===== src/rtl/uart_tx_sender_if.sv =====
// Mode, rate and payload inputs of the periodic UART sender, plus its serial line and status outputs.
interface uart_tx_sender_if;
  logic       iTX_INITIAL;
  logic       iTX_NORMAL;
  logic       iTX_START_CONTROL;
  logic [7:0] iTX_rate;
  logic [7:0] idata;
  logic       oTX;
  logic       oBUSY;
  logic       oDONE;

  modport master (output iTX_INITIAL, iTX_NORMAL, iTX_START_CONTROL, iTX_rate, idata,
                  input  oTX, oBUSY, oDONE);
  modport slave  (input  iTX_INITIAL, iTX_NORMAL, iTX_START_CONTROL, iTX_rate, idata,
                  output oTX, oBUSY, oDONE);
endinterface


===== src/rtl/uart_tx_sender.sv =====
// Periodic 8N1 sender: in NORMAL mode a 100 ms tick scheduler requests frames at the rate the
// ASCII code selects, and a START/DATA/STOP FSM serialises the payload latched at launch.
module uart_tx_sender #(
  parameter int CLKS_PER_BIT   = 5208,
  parameter int CLKS_PER_100MS = 5000000
) (
  input  logic             clk,
  input  logic             reset,
  uart_tx_sender_if.slave  bus
);
  localparam int TW = $clog2(CLKS_PER_100MS);
  localparam int BW = $clog2(CLKS_PER_BIT);
  localparam logic [TW-1:0] TICK_MAX = TW'(CLKS_PER_100MS - 1);
  localparam logic [BW-1:0] BIT_MAX  = BW'(CLKS_PER_BIT - 1);

  typedef enum logic [1:0] {IDLE, START, DATA, STOP} state_t;

  logic          normal;
  logic          normal_d, wrap_q, pending, pending_n;
  logic [3:0]    n_dec, n_q, ivl;
  logic [TW-1:0] tick;
  logic          rise, change, req, launch, done;
  state_t        state, state_n;
  logic [BW-1:0] cnt, cnt_n;
  logic [2:0]    bitn, bitn_n;
  logic [7:0]    sh, sh_n;
  logic          unused_flags;

  assign normal       = bus.iTX_NORMAL;
  assign unused_flags = ^{bus.iTX_INITIAL, bus.iTX_START_CONTROL};

  always_comb begin
    case (bus.iTX_rate)
      8'h35:   n_dec = 4'd2;
      8'h61:   n_dec = 4'd1;
      default: n_dec = 4'd10;
    endcase
  end

  // The cycle that starts an interval (NORMAL rise or rate change) counts as tick position 0,
  // and the wrap is registered so requests land exactly N*CLKS_PER_100MS cycles after it.
  assign rise   = normal & ~normal_d;
  assign change = normal & normal_d & (n_dec != n_q);
  assign req    = rise | (normal & wrap_q & ~change);

  always_ff @(posedge clk or negedge reset) begin
    if (!reset) begin
      normal_d <= 1'b0;
      n_q      <= 4'd10;
      wrap_q   <= 1'b0;
      tick     <= '0;
      ivl      <= '0;
    end else begin
      normal_d <= normal;
      n_q      <= n_dec;
      wrap_q   <= normal & ~change & (tick == TICK_MAX) & (ivl == 4'(n_q - 4'd1));
      if (!normal) begin
        tick <= '0;
        ivl  <= '0;
      end else if (change) begin
        tick <= TW'(1);
        ivl  <= '0;
      end else if (tick == TICK_MAX) begin
        tick <= '0;
        ivl  <= (ivl == 4'(n_q - 4'd1)) ? 4'd0 : ivl + 4'd1;
      end else begin
        tick <= tick + 1'b1;
      end
    end
  end

  always_ff @(posedge clk or negedge reset) begin
    if (!reset) begin
      state   <= IDLE;
      cnt     <= '0;
      bitn    <= '0;
      sh      <= '0;
      pending <= 1'b0;
    end else begin
      state   <= state_n;
      cnt     <= cnt_n;
      bitn    <= bitn_n;
      sh      <= sh_n;
      pending <= pending_n;
    end
  end

  always_comb begin
    state_n = state;
    cnt_n   = cnt;
    bitn_n  = bitn;
    sh_n    = sh;
    launch  = 1'b0;
    done    = 1'b0;
    case (state)
      IDLE: if (pending && normal) begin
        state_n = START;
        sh_n    = bus.idata;
        cnt_n   = '0;
        bitn_n  = '0;
        launch  = 1'b1;
      end
      START: if (cnt == BIT_MAX) begin
        cnt_n   = '0;
        state_n = DATA;
      end else cnt_n = cnt + 1'b1;
      DATA: if (cnt == BIT_MAX) begin
        cnt_n = '0;
        sh_n  = {1'b0, sh[7:1]};
        if (bitn == 3'd7) state_n = STOP;
        else              bitn_n  = bitn + 3'd1;
      end else cnt_n = cnt + 1'b1;
      STOP: if (cnt == BIT_MAX) begin
        cnt_n   = '0;
        done    = 1'b1;
        state_n = IDLE;
      end else cnt_n = cnt + 1'b1;
      default: state_n = IDLE;
    endcase
    // A request landing while one is already pending (including the launch cycle) is dropped.
    pending_n = normal & ~launch & (pending | req);
  end

  assign bus.oTX   = (state == START) ? 1'b0 : (state == DATA) ? sh[0] : 1'b1;
  assign bus.oBUSY = (state != IDLE);
  assign bus.oDONE = done;
endmodule

===== src/flat_wrapper.sv =====
// flat-port wrapper written by rule: the top's interface ports become plain ports
module uart_tx_sender_flat 
#(
  parameter int CLKS_PER_BIT   = 5208,
  parameter int CLKS_PER_100MS = 5000000
)
  (clk, reset, bus_iTX_INITIAL, bus_iTX_NORMAL, bus_iTX_START_CONTROL, bus_iTX_rate, bus_idata, bus_oTX, bus_oBUSY, bus_oDONE);
  uart_tx_sender_if bus_i ();
  input  logic clk;
  input  logic reset;
  input wire logic [$bits(bus_i.iTX_INITIAL)-1:0] bus_iTX_INITIAL;
  input wire logic [$bits(bus_i.iTX_NORMAL)-1:0] bus_iTX_NORMAL;
  input wire logic [$bits(bus_i.iTX_START_CONTROL)-1:0] bus_iTX_START_CONTROL;
  input wire logic [$bits(bus_i.iTX_rate)-1:0] bus_iTX_rate;
  input wire logic [$bits(bus_i.idata)-1:0] bus_idata;
  output wire logic [$bits(bus_i.oTX)-1:0] bus_oTX;
  output wire logic [$bits(bus_i.oBUSY)-1:0] bus_oBUSY;
  output wire logic [$bits(bus_i.oDONE)-1:0] bus_oDONE;
  assign bus_i.iTX_INITIAL = bus_iTX_INITIAL;
  assign bus_i.iTX_NORMAL = bus_iTX_NORMAL;
  assign bus_i.iTX_START_CONTROL = bus_iTX_START_CONTROL;
  assign bus_i.iTX_rate = bus_iTX_rate;
  assign bus_i.idata = bus_idata;
  assign bus_oTX = bus_i.oTX;
  assign bus_oBUSY = bus_i.oBUSY;
  assign bus_oDONE = bus_i.oDONE;
  uart_tx_sender #(.CLKS_PER_BIT(CLKS_PER_BIT), .CLKS_PER_100MS(CLKS_PER_100MS)) u_core (.clk(clk), .reset(reset), .bus(bus_i));
endmodule

===== config.mk =====
export PLATFORM = sky130hd
export DESIGN_NAME = uart_tx_sender_flat
export DESIGN_NICKNAME = d
export VERILOG_FILES = /design/src/rtl/uart_tx_sender_if.sv /design/src/rtl/uart_tx_sender.sv /design/src/flat_wrapper.sv
export SDC_FILE = /design/constraint.sdc
export NUM_CORES = 1
export LEC_CHECK = 0
export ABC_AREA = 1
export ABC_CLOCK_PERIOD_IN_PS = 1900
export CORE_ASPECT_RATIO = 0.7
export CORE_UTILIZATION = 40
export DETAILED_ROUTE_END_ITERATION = 16
export PLACE_DENSITY = 0.58
export SYNTH_ARGS = -nofsm -noshare
export SYNTH_HDL_FRONTEND = slang
export SYNTH_SLANG_ARGS = --single-unit

===== constraint.sdc =====
create_clock -name clk -period 1.9 [get_ports clk]
set_input_delay 0.38 -clock clk [delete_from_list [all_inputs] [get_ports clk]]
set_output_delay 0.38 -clock clk [all_outputs]
set_load 0.005 [all_outputs]

==> results.ini <==
[outcome]
outcome=complete, no violations

[cts]
clockBufferDepth=2
path_clk_slew_ns=0.05
hold_buffers=0
htreeDepth=3
cts_made_buffers=9
clockRootBuffer=clkbuf_16
clock_sinks=59
clkLatencyLatePin_ns=0.33
cts_tree=built

[global_route]
use_met3_pct=4.85
grt_remaining_overflow=0
grt_pass1_vias=2957
grt_pass1_wl_um=13600
grt_max_degree=60
grt_usage_pct=19.2
grtUsageMet2_pct=28.5
busiest_layer=met2
grtUsageMet1_pct=26.9
antenna_found_initial=0

[drt]
viasPerCell=4.77
dr.pass1.iters=5
drtIter0Drc=203
postRouteAntennaNets=0
routed_wl_um=7780
vias=3083
drc=0
wl_per_cell_um=12.0

[sta]
finalCritPeriodShare_pct=95.5
relSlewSlack_pct=73.1
clock_skew_ns=0.00887
period_needed_ns=1.81
setup_tns_ns=0
finalHoldViolations=0
tightest_slew_ns=0.400
setup_slack_ns=0.0862
setup_violations=0
max_freq_ghz=0.551
rsz0062_at_grt=no
slew_violations=0

[final_layout]
drive_gt1_share_pct=21.1
multi_input_area_um2=1830
fillers=808
final_common_cell=nand2_1
diodes=0
post-route-util_pct=52.7
final_cell_mix=nand2_1, dfrtp_1, inv_1
nNetsFinal=552
syn_to_final_growth_pct=26.6
regArea_um2=1480

[setup_path]
critPathSlowestCell=dfrtp_1
path_max_fanout=2
critPathTopFamily=simple AND/OR/NAND/NOR gates
start_kind=register
end_kind=output pin
path_cells=nor4_2 -> nand3_1 -> nor2_1 -> clkbuf_2
slowest_delay_ns=0.39
startpoint=u_core.cnt[7]
cp.required_ns=1.52
crit_type=register to output pin
crit_arrival_ns=1.43
crit-reg2reg-launch=u_core.tick[0]
crit_buf_inv=1

[run]
maxCapViolCount=0

[synth]
synth_nets=487
synth_top_area_share_pct=40.3
synth_xor_area_share_pct=6.18
ys_types=36
synth_top_cell_by_area=dfrtp_1
syn_area_um2=3540
synth-compound-area-share_pct=3.81
synthAdderAreaFrac_pct=3.53
ys_ff_latch=59
synthMuxAreaShare_pct=0
synth-seq-area-share_pct=41.8
synth_cells=456
synth_top_family_by_area=simple AND/OR/NAND/NOR gates
ys.warnings.count=0
synth_area_leaders=dfrtp_1, nand2_1, xor2_1
syn_area_per_cell_um2=7.77
yosys.area_share.simple_pct=37.1

[die]
core_area_um2=8510
fp.dieW_um=114
die_h_um=80.7
io-pin-count=24
initial_core_util_pct=41.6
die_area_um2=9240
placementRows=28

[power_and_ir_drop]
p_switching_mw=1.68
switching_share_pct=34.9
vdd_ir_drop_max_mv=0.480
comb_power_share_pct=35.1
clkPwrFrac_pct=30.4
leakagePower_nw=2.13
internal_power_mw=3.14
power.density_nw_per_um2=1070
p_seq_share_pct=34.5

[placed_design]
port_buffers=21
pre_cts_ws_ns=-0.198
gp_congestion=0.913
dpl.hpwl_um=5740

[min_path]
hold_path_class=input pin to asynchronous set/reset pin

[worst register-to-register path, delay by kind of cell (launching register included)]
| kind | cells | cell delay, ns |
|---|---|---|
| fa+ha+maj | 1 | 0.21 |
| buf+inv | 2 | 0.21 |
| simple gates | 6 | 0.90 |
| flops | 1 | 0.36 |
[final cells by class]
| class | instances | share of cell area, % |
|---|---|---|
| clock buffers | 11 | 5.41 |
| flip-flops and latches | 59 | 33.0 |
| well taps | 120 | 3.35 |
| multi-input cells | 331 | 40.9 |
| clock inverters | 5 | 0.642 |
| repair buffers | 58 | 11.5 |
| inverters | 62 | 5.19 |
[cells by family after synthesis]
| family | after synthesis |
|---|---|
| AND/OR/NAND/NOR | 272 |
| buffers and inverters | 66 |
| flip-flops | 59 |
| adder cells (fa/ha/maj) | 10 |
| XOR/XNOR | 25 |
| AO/OA/AOI/OAI | 24 |
[routing by layer]
metal  wire length, um  vias to the layer above
met5                 0                        -
met4                59                        0
met3               365                        6
met2              3290                       63
met1              4070                     1424
li1                  -                     1590
[worst paths after layout]
path	slack [ns]	cells after the start	end
max	0.09	4	bus_oDONE
min	0.05	2	u_core.cnt[8]
max reg2reg	0.11	9	u_core.tick[4]
min reg2reg	0.47	2	u_core.sh[6]
max in group asynchronous	1.56	2	u_core.n_q[3]
min in group clk	0.47	2	u_core.sh[6]
[through the flow]
stage	instance area [um^2]	hold WS (ns)	power (mW)	cells
6_report	4480	0.0461	4.82	646
5_1_grt	4480	0.0841	5.20	646
4_1_cts	4450	0.0545	4.86	645
3_5_place_dp	4150	0.414	3.29	626
3_3_place_gp	4150	0.416	3.25	626
2_1_floorplan	3540	0.0844	2.64	456
[power by group through the flow]
stage | Sequential (mW) | Combinational [mW] | Clock, mW
floorplan | 1.67 | 0.964 | 0
global placement | 1.67 | 1.58 | 0
detailed placement | 1.68 | 1.61 | 0
CTS | 1.66 | 1.68 | 1.52
global route | 1.69 | 1.95 | 1.57
finish | 1.66 | 1.69 | 1.47
[cell usage after synthesis]
library cell,number
nor3b_1,1
xnor2_1,4
nand2_2,6
nand2_1,132
inv_2,14
nor2_1,43
a21oi_1,3
dfrtp_1,57
buf_4,1
buf_12,1
clkinv_1,2
ha_1,10
o21bai_1,1
nor3_1,13
o21ai_1,8
nand3b_1,1
a22oi_1,1
inv_1,46
clkbuf_1,1
dfstp_2,2
nand3_2,1
nand4_1,16
o22ai_1,5
o21ai_0,3
nor3_4,1
or2_2,2
a31oi_1,3
nor3_2,2
nor2_4,13
nor3b_2,1
nor2_2,1
nand2_4,2
buf_2,1
nand3_1,30
xor2_1,21
nor4_1,7
[repair_timing]
| action | 4_1_cts | 5_1_grt |
|---|---|---|
| resized for setup | 5 | 13 |
| pin swaps | 0 | 2 |
| setup buffers | 3 | 1 |
| endpoints found under the setup margin | 3 | 17 |
[flip-flops by register name, summed over array words and instances, names as in the netlist]
name and cells:
u_core.n_q 3, u_core.sh 8, u_core.cnt 13, u_core.ivl 4, u_core.pending 1, u_core.wrap_q 1
u_core.state 2, u_core.normal_d 1, u_core.tick 23, u_core.bitn 3
No activity file was read; power rests on OpenSTA's default activity.
